===== src/rtl/clk_div_pkg.sv =====
// Shared constants for the clock divider bank.
package clk_div_pkg;

    localparam int CNT_W_DEF    = 16;
    localparam int RST_HALF_DEF = 2;
    localparam int N_CH_MAX     = 8;

endpackage


===== src/rtl/clk_div_bank_if.sv =====
// Control/status bundle for the divider bank; master drives, slave divides.
interface clk_div_bank_if
    import clk_div_pkg::*;
#(
    parameter int N_CH  = 2,
    parameter int CNT_W = CNT_W_DEF
);

    logic [N_CH-1:0]       en;
    logic [N_CH*CNT_W-1:0] half_per;
    logic [N_CH-1:0]       load;
    logic [N_CH-1:0]       pending;
    logic [N_CH-1:0]       mclk;
    logic [N_CH-1:0]       tick;

    modport master (
        output en,
        output half_per,
        output load,
        input  pending,
        input  mclk,
        input  tick
    );

    modport slave (
        input  en,
        input  half_per,
        input  load,
        output pending,
        output mclk,
        output tick
    );

endinterface


===== src/rtl/clk_div_ch.sv =====
// One divider channel with shadowed half-period, swapped only at the 1->0 edge.
// Tick pulse logic exists only when CLK_DIV_TICK_EN is defined.
module clk_div_ch
    import clk_div_pkg::*;
#(
    parameter int CNT_W    = CNT_W_DEF,
    parameter int RST_HALF = RST_HALF_DEF
) (
    input  logic             clk,
    input  logic             rst_n,
    input  logic             en,
    input  logic [CNT_W-1:0] half_per,
    input  logic             load,
    output logic             pending,
    output logic             mclk,
    output logic             tick
);

    localparam logic [CNT_W-1:0] RST_H =
        (RST_HALF == 0) ? CNT_W'(1) : CNT_W'(RST_HALF);

    logic [CNT_W-1:0] h_q;
    logic [CNT_W-1:0] s_q;
    logic [CNT_W-1:0] c_q;
    logic             p_q;
    logic             m_q;
    logic [CNT_W-1:0] hp_c;
    logic             wrap;
    logic             bnd;
    logic             swap;

    assign hp_c = (half_per == '0) ? CNT_W'(1) : half_per;
    assign wrap = (c_q == h_q - CNT_W'(1));
    assign bnd  = en & wrap & m_q;
    // Disabled channels take the shadow at once; running ones wait for 1->0.
    assign swap = bnd | ~en;

    always_ff @(posedge clk or negedge rst_n) begin
        if (!rst_n) begin
            h_q <= RST_H;
            s_q <= RST_H;
            c_q <= '0;
            p_q <= 1'b0;
            m_q <= 1'b0;
        end else begin
            if (en) begin
                c_q <= wrap ? '0 : c_q + CNT_W'(1);
                if (wrap) m_q <= ~m_q;
            end else begin
                c_q <= '0;
                m_q <= 1'b0;
            end
            if (p_q && swap) h_q <= s_q;
            if (load) begin
                s_q <= hp_c;
                p_q <= 1'b1;
            end else if (swap) begin
                p_q <= 1'b0;
            end
        end
    end

    assign pending = p_q;
    assign mclk    = m_q;

`ifdef CLK_DIV_TICK_EN
    logic t_q;

    always_ff @(posedge clk or negedge rst_n) begin
        if (!rst_n) t_q <= 1'b0;
        else        t_q <= en & wrap & ~m_q;
    end

    assign tick = t_q;
`else
    assign tick = 1'b0;
`endif

endmodule


===== src/rtl/clk_div_bank.sv =====
// Bank of N_CH independent glitch-free clock dividers.
// Define CLK_DIV_TICK_EN to generate the per-channel rising-edge tick.
module clk_div_bank
    import clk_div_pkg::*;
#(
    parameter int N_CH     = 2,
    parameter int CNT_W    = CNT_W_DEF,
    parameter int RST_HALF = RST_HALF_DEF
) (
    input  logic           clk,
    input  logic           rst_n,
    clk_div_bank_if.slave  bus
);

    logic [N_CH-1:0] pend_w;
    logic [N_CH-1:0] mclk_w;
    logic [N_CH-1:0] tick_w;

    for (genvar i = 0; i < N_CH; i++) begin : g_ch
        clk_div_ch #(
            .CNT_W    (CNT_W),
            .RST_HALF (RST_HALF)
        ) u_ch (
            .clk      (clk),
            .rst_n    (rst_n),
            .en       (bus.en[i]),
            .half_per (bus.half_per[i*CNT_W +: CNT_W]),
            .load     (bus.load[i]),
            .pending  (pend_w[i]),
            .mclk     (mclk_w[i]),
            .tick     (tick_w[i])
        );
    end

    assign bus.pending = pend_w;
    assign bus.mclk    = mclk_w;
    assign bus.tick    = tick_w;

endmodule


===== src/flat_wrapper.sv =====
// flat-port wrapper written by rule: the top's interface ports become plain ports
module clk_div_bank_flat import clk_div_pkg::*;
#(
    parameter int N_CH     = 2,
    parameter int CNT_W    = CNT_W_DEF,
    parameter int RST_HALF = RST_HALF_DEF
)
  (clk, rst_n, bus_en, bus_half_per, bus_load, bus_pending, bus_mclk, bus_tick);
  clk_div_bank_if #(.N_CH(N_CH), .CNT_W(CNT_W)) bus_i ();
  input  logic clk;
  input  logic rst_n;
  input wire logic [$bits(bus_i.en)-1:0] bus_en;
  input wire logic [$bits(bus_i.half_per)-1:0] bus_half_per;
  input wire logic [$bits(bus_i.load)-1:0] bus_load;
  output wire logic [$bits(bus_i.pending)-1:0] bus_pending;
  output wire logic [$bits(bus_i.mclk)-1:0] bus_mclk;
  output wire logic [$bits(bus_i.tick)-1:0] bus_tick;
  assign bus_i.en = bus_en;
  assign bus_i.half_per = bus_half_per;
  assign bus_i.load = bus_load;
  assign bus_pending = bus_i.pending;
  assign bus_mclk = bus_i.mclk;
  assign bus_tick = bus_i.tick;
  clk_div_bank #(.N_CH(N_CH), .CNT_W(CNT_W), .RST_HALF(RST_HALF)) u_core (.clk(clk), .rst_n(rst_n), .bus(bus_i));
endmodule

===== config.mk =====
export PLATFORM = sky130hd
export DESIGN_NAME = clk_div_bank_flat
export DESIGN_NICKNAME = d
export VERILOG_FILES = /design/src/rtl/clk_div_pkg.sv /design/src/rtl/clk_div_bank_if.sv /design/src/rtl/clk_div_ch.sv /design/src/rtl/clk_div_bank.sv /design/src/flat_wrapper.sv
export SDC_FILE = /design/constraint.sdc
export NUM_CORES = 1
export LEC_CHECK = 0
export BUFFER_PORTS_ARGS = -buffer_cell sky130_fd_sc_hd__buf_2
export CORE_ASPECT_RATIO = 2
export CORE_UTILIZATION = 54
export CTS_CLUSTER_DIAMETER = 50
export DETAILED_ROUTE_END_ITERATION = 16
export GPL_TIMING_DRIVEN = 1
export PLACE_DENSITY = 0.73
export SYNTH_ARGS = -nofsm -noshare
export SYNTH_HDL_FRONTEND = slang
export SYNTH_SLANG_ARGS = --single-unit

===== constraint.sdc =====
create_clock -name clk -period 2.6 [get_ports clk]
set_clock_uncertainty 0.1 [all_clocks]
set_input_delay 0.26 -clock clk [delete_from_list [all_inputs] [get_ports clk]]
set_output_delay 0.26 -clock clk [all_outputs]
set_load 0.05 [all_outputs]

Word-level counts from Yosys, hierarchy flattened
Cells that the tools add are included.
{"block": "totals", "out_inout_bits": 6, "elab_cells": 48, "register_bits": 100, "in_bits": 38}
{"block": "classes", "reduce_logical": 6, "n_mux": 14, "addsub": 4, "bitwise_logic": 10, "eq_ne": 4}
{"cell": "2-to-1 mux 16 bit", "count": 6}
{"cell": "adder 16 x 1 -> 16 bit, second input constant", "count": 2}
{"cell": "equality test 16 bit", "count": 2}
{"cell": "logical NOT 16 bit", "count": 2}
{"cell": "subtractor 16 x 1 -> 16 bit, second input constant", "count": 2}
{"cell": "2-to-1 mux 1 bit", "count": 8}
{"cell": "bitwise AND 1 bit", "count": 4}
{"cell": "!= test 2 x 1 -> 1 bit, second input constant", "count": 2}
{"cell": "inverter 1 bit", "count": 4}
{"cell": "nonzero test 2 bit", "count": 2}
{"cell": "logical AND 1 bit", "count": 2}
{"cell": "bitwise OR 1 bit", "count": 2}

Logic depth before layout (Yosys ltp)
{"block": "logic_depth", "word_depth": 7, "ltp_mapped": 11, "ltp_nobuf": 9}

Modules after synthesis
From an unflattened synthesis, not the netlist that was laid out.
{"block": "unflattened", "hier_cells": 485, "area_unflattened_um2": 5382.7}
{"mod": "clk_div_ch at u_core.g_ch[0].u_ch", "area_per_inst_um2": 2698.8, "cells_per_inst": 247, "n_inst": 1, "seq_area_each_um2": 1253.7}
{"mod": "clk_div_ch at u_core.g_ch[1].u_ch", "area_per_inst_um2": 2683.8, "cells_per_inst": 238, "n_inst": 1, "seq_area_each_um2": 1253.7}

Least setup slack after synthesis
OpenSTA, ideal clock, no wires.
{"block": "synth_timing", "path_type": "register -> register", "start": "register u_core.g_ch[1].u_ch.h_q[0]", "end": "register u_core.g_ch[1].u_ch.h_q[3]", "t_arrival_ns": 2.563, "synth_period_minus_slack_ns": 2.795, "path_slack_ns": -0.195, "path_stages_with_launch": 11, "t_required_ns": 2.368, "setup_ns": 0.132, "path_buffers": 1, "path_cell_list": "dfrtp_1 -> inv_1 -> ha_1 -> or3b_1 -> nor3_1 -> mux2_1 -> a31oi_1 -> o2111ai_4 -> buf_2 -> nand3_1 -> o211ai_2"}
{"block": "synth_via", "elab_chain_cells": 6}
{"element": "start, declared", "line": "clk_div_ch.sv:22", "source": "logic [CNT_W-1:0] h_q;"}
{"element": "start signal, assigned", "line": "clk_div_ch.sv:53", "source": "if (p_q && swap) h_q <= s_q;"}
{"element": "subtractor 16 x 1 -> 16 bit", "line": "clk_div_ch.sv:33", "source": "assign wrap = (c_q == h_q - CNT_W'(1));"}
{"element": "equality test 16 bit", "line": "clk_div_ch.sv:33"}
{"element": "bitwise AND 1 bit (2 in series)", "line": "clk_div_ch.sv:34", "source": "assign bnd = en & wrap & m_q;"}
{"element": "bitwise OR 1 bit", "line": "clk_div_ch.sv:36", "source": "assign swap = bnd | ~en;"}
{"element": "logical AND 1 bit", "line": "clk_div_ch.sv:53"}
No other way between the ends.
A chain may end at the register's enable or synchronous reset.

Worst setup path in the final report
{"block": "layout_timing", "start": "register u_core.g_ch[1].u_ch.h_q[1]", "end": "register u_core.g_ch[1].u_ch.p_q"}
{"block": "layout_via", "elab_chain_cells": 6}
{"element": "subtractor 16 x 1 -> 16 bit", "line": "clk_div_ch.sv:33"}
{"element": "equality test 16 bit", "line": "clk_div_ch.sv:33"}
{"element": "bitwise AND 1 bit (2 in series)", "line": "clk_div_ch.sv:34"}
{"element": "bitwise OR 1 bit", "line": "clk_div_ch.sv:36"}
{"element": "nonzero test 2 bit (no source line)"}
{"element": "end signal, assigned", "line": "clk_div_ch.sv:43", "source": "p_q <= 1'b0;"}
{"element": "end signal, assigned", "line": "clk_div_ch.sv:56", "source": "p_q <= 1'b1;"}
{"element": "end signal, assigned", "line": "clk_div_ch.sv:58", "source": "p_q <= 1'b0;"}
{"element": "end, declared", "line": "clk_div_ch.sv:25", "source": "logic p_q;"}
No other way between the ends.

==> flow_summary.toml <==
[floorplanning]
dieArea_mm2 = 0.01063
die_y_um = 144.8
dieWidth_um = 73.39
io_pins = 44
start_util_pct = 56.01
core_area_mm2 = 0.009827
rows = 51

[worst_setup_path]
worstPathRequired_ns = 2.74
critPathMaxFanout = 34
crit_family = "compound AO/OA/AOI/OAI gates"
crit_top_cell = "buf_4"
crit_slowest_cell = "dfstp_2"
worstSetupEndpointType = "register"
arrival_ns = 2.80
crit_chain = "buf_4 -> nor2_1 -> buf_4 -> nor4b_1 -> a221oi_1 -> a22oi_1 -> o2111ai_4 -> buf_12 -> o211ai_1 -> nand2b_1"
max_stage_delay_ns = 0.53
start_kind = "register"
path_buf_inv = 3
crit_type = "register to register"

[detailed_routing]
drtAntennaViolNets = 0
firstDrtPassIters = 4
via_per_inst = 5.912
routed_wirelength_mm = 12.93
drc = 0
routed-via-count = 4286
post_drt_wl_per_cell_um = 17.84
drt_iter0_drc = 187

[final_layout]
utilization_pct = 66.96
drive_above_1_share_pct = 31.03
area_delta_synth_final_pct = 19.55
nets = 630
fin_area_mm2 = 0.006580
insertedDiodeCount = 0

[clocking]
cts_tree = "built"
cts_buffers = 9
cts_root_buf = "clkbuf_16"
clk-insertion-delay-late_ns = 0.35
cts_max_path_buffers = 2
cts_max_level = 3
cts.sinks = 100
cts.reportedPaths.clkPinSlew_ns = 0.07

[job]
drv_cap = 0

[timing]
period_needed_ns = 2.663
hold_ws_ns = 0.05684
hold_violations = 0
fin_tns_setup_ns = -0.7647
finalSetupViolations = 29
worst_pin_slew_ns = 1.216
fmax_mhz = 375.5
max_slew_margin_pct = 18.78
timing.final.crit_share_pct = 102.4
fin_ws_ns = -0.06282
slew_violations = 0
rsz0062_at_grt = "yes"

[placement]
placed_area_mm2 = 0.006145
portBuffers = 41
routabilityCongestion = 0.8741
hpwl_mm = 9.690

[synthesis]
netlist_area_mm2 = 0.005504
ys_warn_count = 0
synth_cells = 517
synth-seq-area-share_pct = 45.56
ys_ff_latch = 100
ys_types = 66
avgSynthCellArea_um2 = 10.65
synth_top_flop_cell = "dfrtp_1"
synth-edff-count = 0
synthArstFlopShare_pct = 100.0

[outcome]
outcome = "finished with violations"
failed_checks = "negative setup slack"

[power]
peakVddDrop_v = 0.0004089
power.total_w = 0.004136
power_density_mw_per_mm2 = 628.6
p_leak_nw = 2.835

[grt]
track_usage_pct = 26.47
grt_start_max_net_pins = 46
grt_pass1_vias = 4466
antenna_found_initial = 0
grt_pass1_wl_mm = 20.91
gr-total-overflow = 0

[hold_path]
holdCritPathClass = "input pin to register"
kinds of logic (layout without fill, tap and decap cells):
kind of cell	after synthesis	in the layout	synth area share, %
buffers and inverters	38	113	3.387
XOR/XNOR	71	71	11.30
adder cells (fa/ha/maj)	4	4	0.9093
flip-flops	100	100	45.56
AND/OR/NAND/NOR	185	185	17.89
AO/OA/AOI/OAI	71	71	10.59
multiplexers	47	47	10.30
other	1	2	0.06813
cell usage in the layout, fill, tap and decap left out, types with 3 or more instances in the layout:
master and instances:
buf_4 41, nand3_1 39, o211ai_2 3, inv_1 9, nor2b_1 4, a21oi_1 5, dfrtp_1 96, nor4_1 9
xor2_1 44, nor2_1 44, nand2_1 32, ha_1 3, o211ai_1 15, or3_1 3, nand4_1 5, a22oi_1 17
nor4_2 3, dfstp_2 4, clkbuf_16 9, and2_1 3, mux2_4 12, inv_8 3, buf_12 4, mux2_2 35
nor3_1 9, buf_2 40, xnor2_1 26, and3_1 10
worst reg2reg max path, stage by stage (launching register included):
cell	delay, ns
dfstp_2	0.53
buf_4	0.12
nor2_1	0.12
buf_4	0.18
nor4b_1	0.31
a221oi_1	0.13
a22oi_1	0.38
o2111ai_4	0.21
buf_12	0.22
o211ai_1	0.19
nand2b_1	0.07
sequential cells by signal (all words and copies together), names as in the netlist:
name                      flops
u_core.g_ch.u_ch.c_q         32
u_core.g_ch.u_ch.h_q         32
u_core.g_ch.u_ch.s_q         32
u_core.g_ch.u_ch.mclk         2
u_core.g_ch.u_ch.pending      2
synthesized netlist by cell type, types with 4 or more instances:
master	n	area share, %
dfrtp_1	96	44
nor2_1	45	3.1
xor2_1	44	7.0
nand3_1	41	3.7
mux2_2	35	7.2
nand2_1	32	2.2
xnor2_1	27	4.3
a22oi_1	18	2.5
o211ai_1	15	2.0
clkbuf_1	14	0.95
and3_1	10	1.1
inv_1	10	0.68
mux2_4	10	2.7
nor3_1	10	0.91
nor4_1	10	1.1
buf_4	8	1.1
a21oi_1	6	0.55
buf_2	5	0.45
nand4_1	5	0.57
dfstp_2	4	1.9
ha_1	4	0.91
nor2b_1	4	0.45
or3_1	4	0.45
where the power goes:
group,switching [W],internal (W),total (W)
clock network,0.000648,0.000774,0.00142
registers,0.000151,0.00171,0.00186
logic,0.000424,0.000432,0.000856
routing by layer:
metal / share of wire, % / GRT usage, % / wire (um) / vias to the layer above
li1: - / - / - / 2003
met3: 2.2 / 3.670 / 281 / 37
met2: 60 / 52.24 / 7719 / 94
met5: 0 / 0 / 0 / -
met4: 4.4 / 15.18 / 569 / 0
met1: 34 / 24.74 / 4360 / 2152
path summary, 6_finish.rpt:
path	startpoint	end	slack, ns	cells past startpoint
worst max-delay path	u_core.g_ch[1].u_ch.h_q[1]	u_core.g_ch[1].u_ch.pending	-0.06	10
worst min-delay path	bus_half_per[12]	u_core.g_ch[0].u_ch.s_q[12]	0.06	2
worst max register to register	u_core.g_ch[1].u_ch.h_q[1]	u_core.g_ch[1].u_ch.pending	-0.06	10
worst min register to register	u_core.g_ch[0].u_ch.s_q[4]	u_core.g_ch[0].u_ch.s_q[4]	0.41	1
max in group asynchronous	rst_n	u_core.g_ch[1].u_ch.c_q[1]	1.36	3
min in group asynchronous	rst_n	u_core.g_ch[0].u_ch.s_q[6]	0.34	2
timing repair:
item                                   4_1_cts  5_1_grt
setup buffers                                1        0
endpoints found under the hold margin       41        0
pin swaps                                    2        1
setup endpoints to repair                   66       67
hold buffers                                 1        0
gates resized for setup                     17        2
per-stage QoR:
stage               worst slack (ns)  instances
detailed placement           -0.1572        707
finish                      -0.06282        725
CTS                         -0.05081        725
global placement            -0.09213        707
floorplan                   -0.06124        518
global route                 -0.1673        725
cell type report:
cell class | count | area (um^2)
Fill cell | 778 | 3247
Multi-Input combinational cell | 380 | 2945
Sequential cell | 100 | 2507
Timing Repair Buffer | 87 | 609.3
Clock buffer | 9 | 225.2
Tap cell | 132 | 165.2
Clock inverter | 7 | 90.09
Inverter | 10 | 37.54
(Power assumes the default switching activity.)
